[src/rtl/alu_seq.sv]
// Sequenced ALU: single-cycle add/sub/and/or, 32-step shift-add multiply.
// Define ALU_SEQ_FAST_MUL_EN to make multiply single-cycle (busy_o stays 0).
module alu_seq (
  input  logic        clk_i,
  input  logic        rst_i,
  input  logic        valid_i,
  input  logic [31:0] data1_i,
  input  logic [31:0] data2_i,
  input  logic [2:0]  ALU_Ctrl_i,
  output logic [31:0] data_o,
  output logic        zero_o,
  output logic        done_o,
  output logic        busy_o
);

  // state | meaning
  // IDLE  | accepting requests; single-cycle ops complete here
  // MUL   | iterative multiply running, one shift-add step per cycle
  typedef enum logic {IDLE, MUL} state_t;

  state_t      state_q, state_d;
  logic [31:0] data_q, data_d;
  logic        zero_q, zero_d;
  logic        done_q, done_d;
  logic        busy_q, busy_d;
  logic [5:0]  cnt_q, cnt_d;
  logic [31:0] acc_q, acc_d;
  logic [31:0] mcand_q, mcand_d;
  logic [31:0] mplr_q, mplr_d;

  logic [31:0] quick_res;
  logic [31:0] step_acc;

  always_comb begin
    quick_res = 32'd0;
    case (ALU_Ctrl_i)
      3'b000:  quick_res = data1_i + data2_i;
      3'b010:  quick_res = data1_i - data2_i;
      3'b100:  quick_res = data1_i & data2_i;
      3'b101:  quick_res = data1_i | data2_i;
`ifdef ALU_SEQ_FAST_MUL_EN
      3'b111:  quick_res = data1_i * data2_i;
`endif
      default: quick_res = 32'd0;
    endcase
  end

  // Only the low word is kept, so the multiplicand can be truncated as it shifts.
  assign step_acc = acc_q + (mplr_q[0] ? mcand_q : 32'd0);

  always_comb begin
    state_d = state_q;
    data_d  = data_q;
    zero_d  = zero_q;
    done_d  = 1'b0;
    busy_d  = busy_q;
    cnt_d   = cnt_q;
    acc_d   = acc_q;
    mcand_d = mcand_q;
    mplr_d  = mplr_q;
    case (state_q)
      IDLE: begin
        if (valid_i) begin
`ifndef ALU_SEQ_FAST_MUL_EN
          if (ALU_Ctrl_i == 3'b111) begin
            mcand_d = data1_i;
            mplr_d  = data2_i;
            acc_d   = 32'd0;
            cnt_d   = 6'd32;
            busy_d  = 1'b1;
            state_d = MUL;
          end else
`endif
          begin
            data_d = quick_res;
            zero_d = (quick_res == 32'd0);
            done_d = 1'b1;
          end
        end
      end
      MUL: begin
        acc_d   = step_acc;
        mcand_d = mcand_q << 1;
        mplr_d  = mplr_q >> 1;
        cnt_d   = cnt_q - 6'd1;
        if (cnt_q == 6'd1) begin
          data_d  = step_acc;
          zero_d  = (step_acc == 32'd0);
          done_d  = 1'b1;
          busy_d  = 1'b0;
          state_d = IDLE;
        end
      end
      default: state_d = IDLE;
    endcase
  end

  always_ff @(posedge clk_i) begin
    if (!rst_i) begin
      state_q <= IDLE;
      data_q  <= 32'd0;
      zero_q  <= 1'b1;
      done_q  <= 1'b0;
      busy_q  <= 1'b0;
      cnt_q   <= 6'd0;
      acc_q   <= 32'd0;
      mcand_q <= 32'd0;
      mplr_q  <= 32'd0;
    end else begin
      state_q <= state_d;
      data_q  <= data_d;
      zero_q  <= zero_d;
      done_q  <= done_d;
      busy_q  <= busy_d;
      cnt_q   <= cnt_d;
      acc_q   <= acc_d;
      mcand_q <= mcand_d;
      mplr_q  <= mplr_d;
    end
  end

  assign data_o = data_q;
  assign zero_o = zero_q;
  assign done_o = done_q;
  assign busy_o = busy_q;

endmodule

[config.mk]
export PLATFORM = sky130hd
export DESIGN_NAME = alu_seq
export DESIGN_NICKNAME = d
export VERILOG_FILES = /design/src/rtl/alu_seq.sv
export SDC_FILE = /design/constraint.sdc
export NUM_CORES = 1
export LEC_CHECK = 0
export BUFFER_PORTS_ARGS = -buffer_cell sky130_fd_sc_hd__buf_2
export CAP_MARGIN = 20
export CORE_MARGIN = 3
export CORE_UTILIZATION = 65
export CTS_BUF_LIST = sky130_fd_sc_hd__clkbuf_4
export CTS_CLUSTER_DIAMETER = 200
export CTS_CLUSTER_SIZE = 8
export DETAILED_ROUTE_END_ITERATION = 10
export GPL_TIMING_DRIVEN = 0
export HOLD_SLACK_MARGIN = 0.08
export PLACE_DENSITY_LB_ADDON = 0.08
export SYNTH_ARGS = -nofsm -noshare
export SYNTH_HDL_FRONTEND = slang
export SYNTH_SLANG_ARGS = --single-unit
[constraint.sdc]
create_clock -name clk_i -period 11.8 [get_ports clk_i]
set_input_delay 2.36 -clock clk_i [delete_from_list [all_inputs] [get_ports clk_i]]
set_output_delay 2.36 -clock clk_i [all_outputs]
set_load 0.1 [all_outputs]
; ---- Word-level counts from Yosys, hierarchy flattened
; Cells that the tools add are included.
[op_classes]
addsub = 4
eq_ne = 9
muxes = 34
bitwise = 3
n_reduce_logical = 6
[op_table]
columns = cell, n
row1 = $mux W32, 10
row2 = $pmux W32 S2, 4
row3 = $pmux W32 S4, 1
row4 = $add A32 B32 Y32, 2
row5 = $logic_not A32 Y1, 2
row6 = $and A32 B32 Y32, 1
row7 = $or A32 B32 Y32, 1
row8 = $sub A32 B32 Y32, 1
row9 = $mux W1, 12
row10 = $mux W6, 2
row11 = $pmux W6 S2, 1
row12 = $eq A3 B3 Y1 const B, 3
row13 = $pmux W1 S2, 4
row14 = $eq A6 B1 Y1 const B, 1
row15 = $ne A2 B2 Y1 const B, 3
row16 = $reduce_and A3 Y1, 2
row17 = $sub A6 B1 Y6 const B, 1
row18 = $eq A3 B2 Y1 const B, 1
row19 = $logic_not A3 Y1, 1
row20 = $ne A2 B1 Y1 const B, 1
row21 = $reduce_and A2 Y1, 1
row22 = $not A1 Y1, 1
[word_totals]
regBits = 138
in_bits = 70

; ---- Depth between registers and ports, before layout
; Gate-level depths: netlist of run 1.
[depth]
depth_word = 6
ltp_mapped = 21

; ---- Worst setup path after synthesis of run 1
; No wires, ideal clock.
[synth_path]
path_type = input -> register
start = input port data2_i[4]
end = register zero_q (netlist: zero_o)
setup_time_ns = 0.137
arrival_time_ns = 6.419
path_slack_ns = 5.243
path_stages = 20
path_buffers = 0
cell_sequence = or3_1 -> or3b_1 -> nor4b_2 -> nand2b_1 -> or3_1 -> nor2b_2 -> a21oi_1 -> xnor2_1 -> ha_1 -> a21oi_1 -> o21ai_0 -> nor2_1 -> o2111ai_1 -> a41oi_1 -> o21ai_0 -> a2111o_1 -> nand3_2 -> a2111oi_4 -> nand3_1 -> nand4_1
[synth_between]
elab_chain_cells = 6
elab_cells_between_ends = 9
cone_classes = 2 x add/sub / 4 x mux / 2 x bitwise / 1 x reduce/logical
[synth_lines]
columns = item, line
row1 = from (decl), 8  ; input logic [31:0] data2_i,
row2 = $sub A32 B32 Y32 (tied with other cells), 38  ; 3'b010: quick_res = data1_i - data2_i;
row3 = $pmux W32 S4 (*), 36  ; case (ALU_Ctrl_i)
row4 = $logic_not A32 Y1 (*), 76  ; zero_d = (quick_res == 32'd0);
row5 = $mux W1 (*), 65  ; if (ALU_Ctrl_i == 3'b111) begin
row6 = $mux W1 (*), 63  ; if (valid_i) begin
row7 = $pmux W1 S2 (*), 61  ; case (state_q)
row8 = to (signal assigned), 112  ; zero_q <= zero_d;
row9 = to (decl), 23  ; logic zero_q, zero_d;
; Mark *: on every way between the ends. The rest lies on a longest branch, timed or not. The select of a mux whose other input is x is not followed.
; A chain may end at the register's enable or synchronous reset.

; ---- Final worst setup path of run 1
[layout_path]
start = input port ALU_Ctrl_i[0]
end = register zero_q (netlist: zero_o)
[layout_between]
elab_chain_cells = 6
elab_cells_between_ends = 12
cone_classes = 5 x eq/ne / 4 x mux / 3 x reduce/logical
[layout_lines]
columns = item, line
row1 = from (decl), 9  ; input logic [2:0] ALU_Ctrl_i,
row2 = $eq A3 B3 Y1 (tied with other cells), 36
row3 = $pmux W32 S4, 36
row4 = $logic_not A32 Y1, 76
row5 = $mux W1, 65
row6 = $mux W1, 63
row7 = $pmux W1 S2, 61
; Several ways; a longest one is shown, not always the timed one. The select of a mux whose other input is x is not followed.

==> results of run 1 <==
==> Yosys cell counts, drive strengths merged (13+ instances only) <==
cell type,number
a21boi,31
o211ai,17
xor2,31
clkbuf,84
and2,54
nor2b,25
nand2,270
dfxtp,138
a21oi,98
a21o,23
buf,16
o21ai,87
nor2,81
ha,67
nand4,15
maj3,25
inv,25
a22oi,13
o211a,64
nor3,15
nand3,82
xnor2,44
==> layout make-up <==
class / count / area (um^2) / area share [%]
multi-input combinational: 1222 / 7910 / 64.2
sequential: 138 / 2760 / 22.4
timing repair buffer: 99 / 495 / 4.02
buffer: 103 / 477 / 3.87
tap: 220 / 275 / 2.23
clock inverter: 15 / 166 / 1.35
clock buffer: 17 / 128 / 1.04
inverter: 25 / 93.8 / 0.762
antenna: 5 / 12.5 / 0.102
==> cells by family (layout without fill, tap and decap cells) <==
group	after synthesis	in the layout	share of synthesized area, %
adder cells (fa/ha/maj)	94	94	10.0
AO/OA/AOI/OAI	431	431	27.2
flip-flops	138	138	24.6
XOR/XNOR	75	75	5.91
other	0	5	0
buffers and inverters	128	259	5.08
AND/OR/NAND/NOR	617	617	26.8
multiplexers	5	5	0.445
==> layout by cell type (no fill, tap or decap), types with 23 or more instances in the layout <==
cell	instances
sky130_fd_sc_hd__a21boi_0	31
sky130_fd_sc_hd__a21o_1	23
sky130_fd_sc_hd__a21oi_1	98
sky130_fd_sc_hd__and2_1	53
sky130_fd_sc_hd__buf_2	102
sky130_fd_sc_hd__clkbuf_1	80
sky130_fd_sc_hd__dfxtp_1	138
sky130_fd_sc_hd__ha_1	67
sky130_fd_sc_hd__inv_1	25
sky130_fd_sc_hd__maj3_1	25
sky130_fd_sc_hd__nand2_1	270
sky130_fd_sc_hd__nand3_1	81
sky130_fd_sc_hd__nor2_1	80
sky130_fd_sc_hd__nor2b_1	24
sky130_fd_sc_hd__o211a_1	64
sky130_fd_sc_hd__o21ai_0	85
sky130_fd_sc_hd__xnor2_1	43
sky130_fd_sc_hd__xor2_1	31
==> worst max-delay path by stage <==
stage / slack, ns / to / from
6_report: 4.33 / zero_o$_SDFFE_PN1P_ / ALU_Ctrl_i[0]
5_1_grt: 4.16 / zero_o$_SDFFE_PN1P_ / ALU_Ctrl_i[0]
4_1_cts: 4.65 / zero_o$_SDFFE_PN1P_ / ALU_Ctrl_i[0]
3_5_place_dp: 4.06 / zero_o$_SDFFE_PN1P_ / ALU_Ctrl_i[0]
3_3_place_gp: 4.01 / zero_o$_SDFFE_PN1P_ / ALU_Ctrl_i[0]
2_1_floorplan: 5.24 / zero_o$_SDFFE_PN1P_ / data2_i[4]
==> power groups by stage <==
stage / Sequential, mW / Clock (mW) / Combinational [mW]
finish: 0.501 / 0.347 / 0.422
CTS: 0.501 / 0.342 / 0.411
global placement: 0.510 / 0 / 0.403
detailed placement: 0.511 / 0 / 0.409
global route: 0.503 / 0.358 / 0.450
floorplan: 0.568 / 0 / 0.239
==> state kept, by name (all words and copies together), names as in the netlist <==
register  cells
acc_q        32
data_o       32
mcand_q      32
mplr_q       32
cnt_q         6
busy_o        1
done_o        1
state_q       1
zero_o        1
==> worst max-delay path: stages <==
cell	delay, ns
sky130_fd_sc_hd__buf_2	0.10
sky130_fd_sc_hd__clkbuf_1	0.25
sky130_fd_sc_hd__nor2_1	0.82
sky130_fd_sc_hd__and2_1	0.39
sky130_fd_sc_hd__clkbuf_1	0.63
sky130_fd_sc_hd__nor2_1	0.14
sky130_fd_sc_hd__xnor2_1	0.16
sky130_fd_sc_hd__ha_1	0.26
sky130_fd_sc_hd__clkbuf_1	0.18
sky130_fd_sc_hd__and2_1	0.19
sky130_fd_sc_hd__o2111a_1	0.22
sky130_fd_sc_hd__a21oi_1	0.39
sky130_fd_sc_hd__o2111ai_1	0.27
sky130_fd_sc_hd__a41oi_1	0.38
sky130_fd_sc_hd__xor2_1	0.16
sky130_fd_sc_hd__o21ai_0	0.21
sky130_fd_sc_hd__nor4_1	0.45
sky130_fd_sc_hd__and4_1	0.26
sky130_fd_sc_hd__nand3_1	0.09
sky130_fd_sc_hd__nand4_1	0.10
==> metrics by stage <==
step	area (um^2)	power [mW]	worst slack (ns)	hold slack, ns	utilization, %
6_report	12300	1.27	4.33	0.473	73.5
5_1_grt	12300	1.31	4.16	0.493	73.5
4_1_cts	12300	1.25	4.65	0.476	73.4
3_5_place_dp	12000	0.920	4.06	0.456	71.7
3_3_place_gp	12000	0.913	4.01	0.447	71.7
2_1_floorplan	11200	0.807	5.24	0.434	-
==> layer usage <==
metal	GRT usage, %	vias up	wire, um
li1	-	5613	-
met1	53.2	5664	15500
met2	62.2	813	16700
met3	9.57	190	4650
met4	21.7	0	2390
met5	0	-	0
==> impl_summary.md, run 1 <==
Status
The flow ran to the end, and the final reports show no timing, DRC or antenna violations.

Critical path
STA classifies the critical path startpoint as an input pin. The category of the worst setup path capture point is a flip-flop. Along the worst path, the maximum fanout reaches 10. The worst endpoint data arrival time is 8.03 ns. Data on the critical path is required at its endpoint by 12.36 ns.

The startpoint identified for the worst register-to-register timing path is mplr_q[0]$_SDFFE_PN0P_. The setup path with the least slack is of type in -> reg. The endpoint identified for the worst register-to-register timing path is zero_o$_SDFFE_PN1P_. The slack of the worst reg-to-reg path is 7.00 ns. The worst register-to-register path has a depth of 15.

Floorplanning
The core region is 16800 um^2. The number of placement rows is 47. The number of ports placed on the die boundary is 105.

The die covers 18900 um^2. The width of the die is 138 um. The chip height is 138 um. For this configuration, the core starts out at a cell density of 67.1%.

Clocking
The clock-pin slew reported for the worst setup and hold paths after clock tree synthesis is 0.16 ns. At the later pin of the worst-skew pair, clock insertion delay measures 0.61 ns. The H-tree level count is 4. The number of clock buffers inserted by TritonCTS is 17.

The buffer cell driving the clock tree root is sky130_fd_sc_hd__clkbuf_4. Counting every sink on the clock net gives 138. The number of hold buffers added after CTS is 0.

The buffers inserted during post-CTS setup optimization is 0. TritonCTS built the clock tree. No sink is reached through more buffers than the 2 on the longest clock path. The number of gates resized after CTS was 0.

Synth
The unique cell type count in the Yosys netlist is 98. In this run, synthesis inferred 0 flip-flops with an integrated enable. The biggest area contributor in the post-synthesis netlist is sky130_fd_sc_hd__dfxtp_1.

In the post-synthesis netlist, the biggest area contributors are sky130_fd_sc_hd__dfxtp_1 25%, sky130_fd_sc_hd__nand2_1 9.0%, sky130_fd_sc_hd__ha_1 7.5%. The most common flop cell mapped by yosys is sky130_fd_sc_hd__dfxtp_1. The Yosys step of the flow raised 0 warnings. The number of instances in the synthesized netlist is 1488. The async set-reset flop share out of synthesis is 0%.

The top-area cell type share of the netlist area is 24.6%. The share of the yosys chip area belonging to registers is 24.6%. In this run, synthesis produced a sequential element count of 138. Counting every net in the synthesized netlist gives 1627. The mapped cell area is 11200 um^2. The synthesized area per cell is 7.56 um^2.

STA
The final clock skew is 0.0288 ns. At the pin with the least slew margin, the transition time is 0.992 ns. The number of failing hold endpoints at the final stage is 0. The final critical delay including setup and external delays is 7.47 ns. Setup repair after global routing left no endpoint under its margin.

The relative max-transition margin is 33.6%. The max-slew violation count is 0. Setup violations remaining at the end of the flow were counted as 0. The final critical path takes up 63.3% of the cycle.

The fmax is 0.134 GHz. In the final timing run, aggregate negative setup slack is 0 ns.

Place
The placed instance count is 1807. The wire-length estimate of the detail-placed layout is 30.5 mm. At the end of routability-driven placement, the weighted congestion stood at 0.973. The number of input and output port buffers inserted is 99.

Power and ir drop
The leakage component of the power is 5.73 nW. Cell internal power was estimated by the tool at 755 uW. The portion of total power attributed to sequential cells is 39.5%. The clock network accounts for 27.3% of the total power.

The share of power burned in combinational logic is 33.2%. The peak supply drop is 0.108 mV. The switching component of the power is 515 uW. The fraction of power spent switching nets is 40.6%. Dividing total power by cell area gives a power density of 103 nW/um^2.

Global routing
The number of antenna violations at the first check in global routing was 1. The total overflow left after global routing is 0. The wire length of the first global-routing pass is 59.3 mm.

The number of global-route vias before repair is 11100. Global routing consumed, over all layers together, 40.7% of the routing resources. The largest net degree at the start of global routing is 17.

Finish
At the end of the flow, the number of nets in the layout was 1745. In the final layout, the share of cells above drive strength 1 is 11.0%. Relative to the synthesized area, the layout overhead comes to 9.58%. The filler cell count is 1440. The non-filler instance count after layout is 1844.

Detailed routing
The post-detailed-route DRC marker count is 0. The total routed wirelength is 39.2 mm. The first detailed-routing pass ran for 6 iterations. The mean routed wirelength per cell is 21.3 um. The routed layout has 12300 vias.

Dividing the detail-routed via count by the number of cells gives 6.66. The count of routing violations after the opening detailed-route iteration is 1444. The number of nets with antenna violations after routing is 0.

Hold path
The type of the most critical hold path is reg -> reg. The worst hold path depth is 2. For hold timing, the worst endpoint is data_o[0]$_SDFFE_PN0P_.

In this run the most critical hold path is launched from data_o[0]$_SDFFE_PN0P_.

Run
The max-cap violation count is 0.
No activity file was read; power rests on OpenSTA's default activity.
==> run 2: changes to the inputs <==
Settings changed: CORE_UTILIZATION 65 to 57.
Clock period 11.8 ns to 6.8 ns, I/O delays scaled along.
==> run 2 against run 1 <==
Power is 72% higher. Routed wire length increased by 1.4%. Hold slack hardly changed. Global-route usage shrank 4.6 points. First-iteration DRC count fell by 6.5%. Final area rose by 0.19%. Sequential cell count unchanged. Clock skew decreased by 0.0068 ns. Sequential power grew 74%. Sequential share of layout area is essentially flat. Core utilization down 8.6 points. Largest power group unchanged.
==> impl_summary.md, run 2 (synthesis gave the netlist of run 1 again) <==
Status
The flow ran to the end, and the final reports show no timing, DRC or antenna violations.

Critical path
The cell class contributing the biggest share of worst-path delay is simple AND/OR/NAND/NOR gates. At the worst endpoint, the arrival time is 7.13 ns. The largest stage delay on the critical path is 0.83 ns.

The signal on the critical path passes through buf_2, clkbuf_1, nor2_1, and2_1, clkbuf_1, nor2_1, xnor2_1, ha_1, clkbuf_1, and2_1, o2111a_1, a21oi_1, o2111ai_1, a41oi_1, xor2_1, o21ai_0, nor4_1, and4_1, nand3_1, nand4_1. The critical path is of the in -> reg type. The slowest stage of the critical path belongs to the cell sky130_fd_sc_hd__nor2_1. The category of the worst setup path capture point is a flip-flop.

The maximum fanout along the worst path is 10. Counting both buffers and inverters, the worst setup path holds a total of 4. The worst setup path is launched from an input pin.

The required arrival time at the worst endpoint is 7.33 ns. The slack of the worst reg-to-reg path is 2.13 ns. In this design, the critical path's most frequently occurring cell is sky130_fd_sc_hd__clkbuf_1.

Power and ir drop
The leakage component of the power is 5.72 nW. VDD sags by at most 0.125 mV. In this run the power density over the cells is 177 nW/um^2.

STA
The final critical delay including setup and external delays is 6.60 ns. Of the available clock period, the critical path in the final layout requires 97.1%. On the final layout, the worst hold slack is 0.472 ns.

The relative max-transition margin is 31.7%. Setup repair after global routing left no endpoint under its margin. The transition time at the pin with the least slew margin is 1.02 ns. Setup violations remaining at the end of the flow were counted as 0.

The final clock skew is 0.0220 ns. The max-slew violation count came to 0. The number of failing hold endpoints at the final stage is 0. Derived from the worst setup path, the maximum achievable clock frequency is 0.152 GHz.

Finish
The area growth from synthesis to final layout is 9.79%. In the final design database the tool counted 1745 nets. Leaving out fill and tap cells, the most frequent cells in the layout are 270 x sky130_fd_sc_hd__nand2_1, 138 x sky130_fd_sc_hd__dfxtp_1, 102 x sky130_fd_sc_hd__buf_2. The library cell used most frequently in the layout, excluding fill and tap cells, is sky130_fd_sc_hd__nand2_1.

In the final layout, the share of cells above drive strength 1 is 11.0%. Fill cells in the final layout number 1829. The final non-filler cell area is 12300 um^2.

Place
The number of input and output port buffers inserted is 99. The placed wire-length estimate is 31.3 mm. The congestion estimate from routability-driven global placement came to 0.995. The post-placement cell area is 12100 um^2.

Clocking
The clock insertion delay at the later pin of the skew report is 0.60 ns. The buffers inserted during post-CTS setup optimization is 0. In this run, post-CTS hold repair placed 0 buffers. CTS built an H-tree with a depth of 4. Clock tree synthesis inserted a total of 17 buffers.

The number of buffers between clock root and the deepest sink is 2. In this run the clock root is driven by a sky130_fd_sc_hd__clkbuf_4. The count of cells resized by post-cts repair is 0.

Clock tree synthesis found a total of 138 sinks. The clock-pin slew reported for the worst setup and hold paths after clock tree synthesis is 0.14 ns. The CTS tree is yes.

Global routing
The number of antenna violations at the first check in global routing is 1. Entering global routing, the biggest net connects 17 pins. For this run the aggregate overflow at the end of global routing stands at 0. In the global route stage, overall resource usage came out at 36.1%. The first global-routing pass estimated 61.1 mm of wire. The number of global-route vias before repair is 10800.

Detailed routing
The count of routing violations after the opening detailed-route iteration is 1350. The iteration count of the initial detailed-routing pass is 6. The detail route stage leaves a number of antenna-violating nets equal to 0.

The mean routed wirelength per cell is 21.1 um. The total routed wirelength is 39.7 mm. For this run, design rule violations remaining after detail routing come to 0. The ratio of routed vias to standard cells is 6.36. For this block, the via count after detailed routing is 12000.

Floorplanning
From left edge to right edge, the die measures 146 um. The number of ports placed on the die boundary is 105. Measured along the y axis, the die boundary spans 146 um. The total die area is 21400 um^2. The number of placement rows is 50. The placeable core area is 19000 um^2.

Once the floorplan was initialized, standard cells occupied 59.1% of the core.

Run
Max-cap violations in this run came to 0.

Hold path
The tightest min-delay check is of the reg -> reg type.
-- run 2: worst min-delay path, cell delays in order (launching register included) --
cell	delay (ns)
sky130_fd_sc_hd__dfxtp_1	0.34
sky130_fd_sc_hd__nand2_1	0.05
sky130_fd_sc_hd__a21boi_0	0.06
-- run 2: power by group --
group          leakage (nW)  internal, mW  switching (mW)  total (mW)
clock network         0.149         0.223           0.362       0.585
logic                  4.45         0.239           0.497       0.735
registers              1.12         0.846          0.0239       0.870
total                  5.72          1.31           0.882        2.19
-- run 2: metrics by stage --
stage          setup slack, ns  setup TNS, ns  power [mW]  util, %  instances
6_report                 0.200              0        2.19     64.9       1879
5_1_grt                  0.105              0        2.28     64.9       1879
4_1_cts                  0.451              0        2.17     64.9       1878
3_5_place_dp            -0.159         -0.189        1.60     63.4       1847
3_3_place_gp            -0.108         -0.108        1.60     63.4       1847
2_1_floorplan             1.24              0        1.40        -       1488
-- run 2: layer usage --
layer	track usage [%]	wire [um]	vias to the layer above	share of wire (%)
li1	-	-	5598	-
met1	49.6	16800	5583	42
met2	56.0	17300	663	44
met3	6.92	3950	108	9.9
met4	14.4	1660	3	4.2
met5	0	35	-	0.088
-- run 2: path summary, 6_finish.rpt --
path | startpoint | to | cells after the start
setup / recovery | ALU_Ctrl_i[0] | zero_o$_SDFFE_PN1P_ | 20
hold / removal | data_o[9]$_SDFFE_PN0P_ | data_o[9]$_SDFFE_PN0P_ | 2
setup reg to reg | mplr_q[0]$_SDFFE_PN0P_ | zero_o$_SDFFE_PN1P_ | 15
hold reg to reg | data_o[9]$_SDFFE_PN0P_ | data_o[9]$_SDFFE_PN0P_ | 2
-- run 2: cell type report --
type / count / area (um^2) / area share (%)
diodes: 1 / 2.50 / 0.0203
clock buffers: 18 / 135 / 1.09
repair buffers: 99 / 495 / 4.01
inverters: 25 / 93.8 / 0.760
well taps: 260 / 325 / 2.64
clock inverters: 13 / 143 / 1.16
flip-flops and latches: 138 / 2760 / 22.4
plain buffers: 103 / 477 / 3.86
multi-input cells: 1222 / 7910 / 64.1
==> run 3: changes to the inputs <==
Settings changed: MAX_ROUTING_LAYER from default to met4.
==> run 3 against run 2 <==
Clock power grew 2%. Sequential share of layout area is essentially flat. Routed wire length grew 2.1%. Power grew 0.69%. Largest power group unchanged. Final cell count is essentially flat. Register-to-register slack lost 0.09 ns. Via count shrank 0.12%. Clock skew is essentially flat. Global-route usage grew 2.0 points. Hold slack lost 0.0058 ns.
==> impl_summary.md, run 3 (synthesis gave the netlist of run 1 again) <==
Status
The flow ran to the end, and the final reports show no timing, DRC or antenna violations.

Power and ir drop
The analysis attributes to cell leakage a power of 5.72 nW. The worst-case IR drop observed on VDD is 0.133 mV. The power after layout is 2.21 mW.

Power spread over the standard cell area amounts to 178 nW/um^2.

Global routing
The largest net degree at the start of global routing is 17. The aggregate global-route resource usage is 38.1%. The remaining global-route overflow is 0. The number of antenna violations at the first check in global routing is 1. The number of global-route vias before repair was 11100. The first global-routing pass estimated 62.7 mm of wire.

met2 is the most crowded layer. Global routing consumed, on the met3 layer, 6.39% of the routing resources. The met1 track demand over resource in global routing is 50.7%. The global routing met2 resource utilization is 58.7%.

Run
The max-cap violation count is 0.

Floorplanning
The chip height is 146 um. The effective utilization at floorplan is 59.1%. In this run the standard cell core region covers 19000 um^2. The width of the die is 146 um. The number of ports placed on the die boundary is 105.

The number of placement rows is 50. The total die area is 21400 um^2.

Finish
Leaving out fill and tap cells, the most frequent cell in the layout is sky130_fd_sc_hd__nand2_1. The layout has 1809 filler cells. Of the cells placed in the final design, the portion with a size suffix greater than 1 is 11.0%.

Leaving out fill and tap cells, the most frequent cells in the layout are 270 x sky130_fd_sc_hd__nand2_1, 138 x sky130_fd_sc_hd__dfxtp_1, 102 x sky130_fd_sc_hd__buf_2. Leaving out filler cells and counting taps, the final layout contains 1880. After the last flow step, the layout net total stands at 1745. The share of the core filled with cells is 65.0%. Relative to the synthesized area, the layout overhead comes to 9.95%.

Detailed routing
The total routed wirelength is 40.6 mm. The count of routing violations after the opening detailed-route iteration is 1371. Dividing the detail-routed wire length by the instance count gives 21.6 um. The ratio of routed vias to standard cells is 6.35.

The number of nets with antenna violations after routing is 0. After detailed routing, the number of remaining DRC violations is 0. Detailed routing inserted a total of 11900 vias. The iteration count of the initial detailed-routing pass is 6.

Critical path
The critical path contains buffers and inverters numbering 4 combined. The worst endpoint data arrival time is 6.78 ns. The signal on the critical path passes through buf_2, clkbuf_1, nor2_2, and2_1, clkbuf_1, nor2_1, xnor2_1, ha_1, buf_2, nand2_1, or4_1, nor3_1, o21ai_0, nand3_1, a21oi_1, o31ai_1, a2111oi_0, and4_1, nand3_1, nand4_1.

The maximum fanout along the worst path is 10. The worst setup path is captured at a flip-flop. The worst-path cell with the longest stage delay is sky130_fd_sc_hd__nor2_2. By startpoint and endpoint, the worst setup path is classified as in -> reg.

The largest stage delay on the critical path is 0.68 ns. The worst register-to-register path has a depth of 15. The kind of cell with the highest combined delay along the critical path is simple AND/OR/NAND/NOR gates. The launching element type of the critical path is an input pin. The required arrival time at the worst endpoint is 7.26 ns. The critical path crosses 20 cells after its start point.

Hold path
The min-delay analysis places its worst path in the category reg -> reg. The worst hold path depth is 2.

Place
Buffers placed on the I/O ports in this run total 99. The placed wire-length estimate is 32.1 mm. The routability-driven placement congestion ratio is 0.967. Including well taps, the total number of placed cells is 1847.

STA
The final clock skew is 0.0222 ns. The smallest clock period supported by the final layout is computed as 6.33 ns. The transition time at the pin with the least slew margin is 0.949 ns. Setup violations remaining at the end of the flow were counted as 0. The fmax is 0.158 GHz. The share of the clock period used by the worst path is 93.0%. The number of failing hold endpoints at the final stage was 0. Setup repair after global routing left no endpoint under its margin. The max-slew violation count is 0. The worst pin sits at a relative slew slack of 36.7%.

Clocking
The clock tree synthesis step divided the H-tree into 4 levels. The buffer cell driving the clock tree root is sky130_fd_sc_hd__clkbuf_4. Buffers inserted to repair hold after CTS numbered 0. TritonCTS created 17 clock buffers.

CTS saw 138 sinks. TritonCTS built the clock tree. The number of buffers between clock root and the deepest sink is 2. The later pin in the worst-skew pair is clocked with a latency of 0.58 ns. The clock-pin slew reported for the worst setup and hold paths after clock tree synthesis is 0.14 ns.
## run 3: cell count changes in the layout (fill, tap and decap cells not counted), sizes merged
cell      before  now
clkinvlp       2    3
inv           29   32
clkbuf       102  101
clkinv         5    3
## run 3: final timing paths
check | from | end | slack (ns)
max | ALU_Ctrl_i[0] | zero_o$_SDFFE_PN1P_ | 0.47
min | data_o[9]$_SDFFE_PN0P_ | data_o[9]$_SDFFE_PN0P_ | 0.47
max reg2reg | mplr_q[0]$_SDFFE_PN0P_ | zero_o$_SDFFE_PN1P_ | 2.04
min reg2reg | data_o[9]$_SDFFE_PN0P_ | data_o[9]$_SDFFE_PN0P_ | 0.47
## run 3: cell type report
cell class              instances  area, um^2  share of cell area (%)
repair buffers                 99         495                    4.01
flip-flops and latches        138        2760                    22.4
inverters                      25        93.8                   0.759
diodes                          1        2.50                  0.0202
well taps                     260         325                    2.63
multi-input cells            1222        7910                    64.0
clock inverters                15         165                    1.34
clock buffers                  17         128                    1.03
plain buffers                 103         477                    3.86
## run 3: layer usage
layer	part of all wire, %	vias to the layer above
li1	-	5601
met1	43	5570
met2	44	652
met3	9.2	118
met4	3.9	0
met5	0	-
## run 3: worst reg2reg max path, stage by stage (launching register included)
cell and delay, ns:
sky130_fd_sc_hd__dfxtp_1 0.42, sky130_fd_sc_hd__clkbuf_1 0.29, sky130_fd_sc_hd__and2_1 0.24, sky130_fd_sc_hd__ha_1 0.22, sky130_fd_sc_hd__fa_1 0.42, sky130_fd_sc_hd__a211oi_1 0.37, sky130_fd_sc_hd__o21ai_0 0.15, sky130_fd_sc_hd__a31oi_1 0.48
sky130_fd_sc_hd__o21a_1 0.31, sky130_fd_sc_hd__nor3b_1 0.10, sky130_fd_sc_hd__o41ai_1 0.57, sky130_fd_sc_hd__mux2i_1 0.26, sky130_fd_sc_hd__o211ai_1 0.21, sky130_fd_sc_hd__nor4bb_1 0.39, sky130_fd_sc_hd__nand4b_1 0.19, sky130_fd_sc_hd__nand4_1 0.12
## run 3: what timing repair did
item                       in CTS  in global routing
gates resized for setup         0                  1
setup endpoints to repair       0                  1
setup buffers                   0                  0
## run 3: report_power, final
group	leakage (nW)	internal [mW]	switching (mW)
clock	0.149	0.226	0.370
combinational	4.45	0.239	0.500
sequential	1.12	0.846	0.0249
total	5.72	1.31	0.894
## run 3: per-stage QoR
stage	setup WS [ns]	cell area (um^2)	hold WS (ns)	TNS, ns
floorplan	1.24	11200	0.434	0
global placement	-0.115	12100	0.447	-0.158
detailed placement	-0.215	12100	0.453	-0.594
CTS	0.420	12400	0.472	0
global route	0.211	12400	0.500	0
finish	0.474	12400	0.466	0
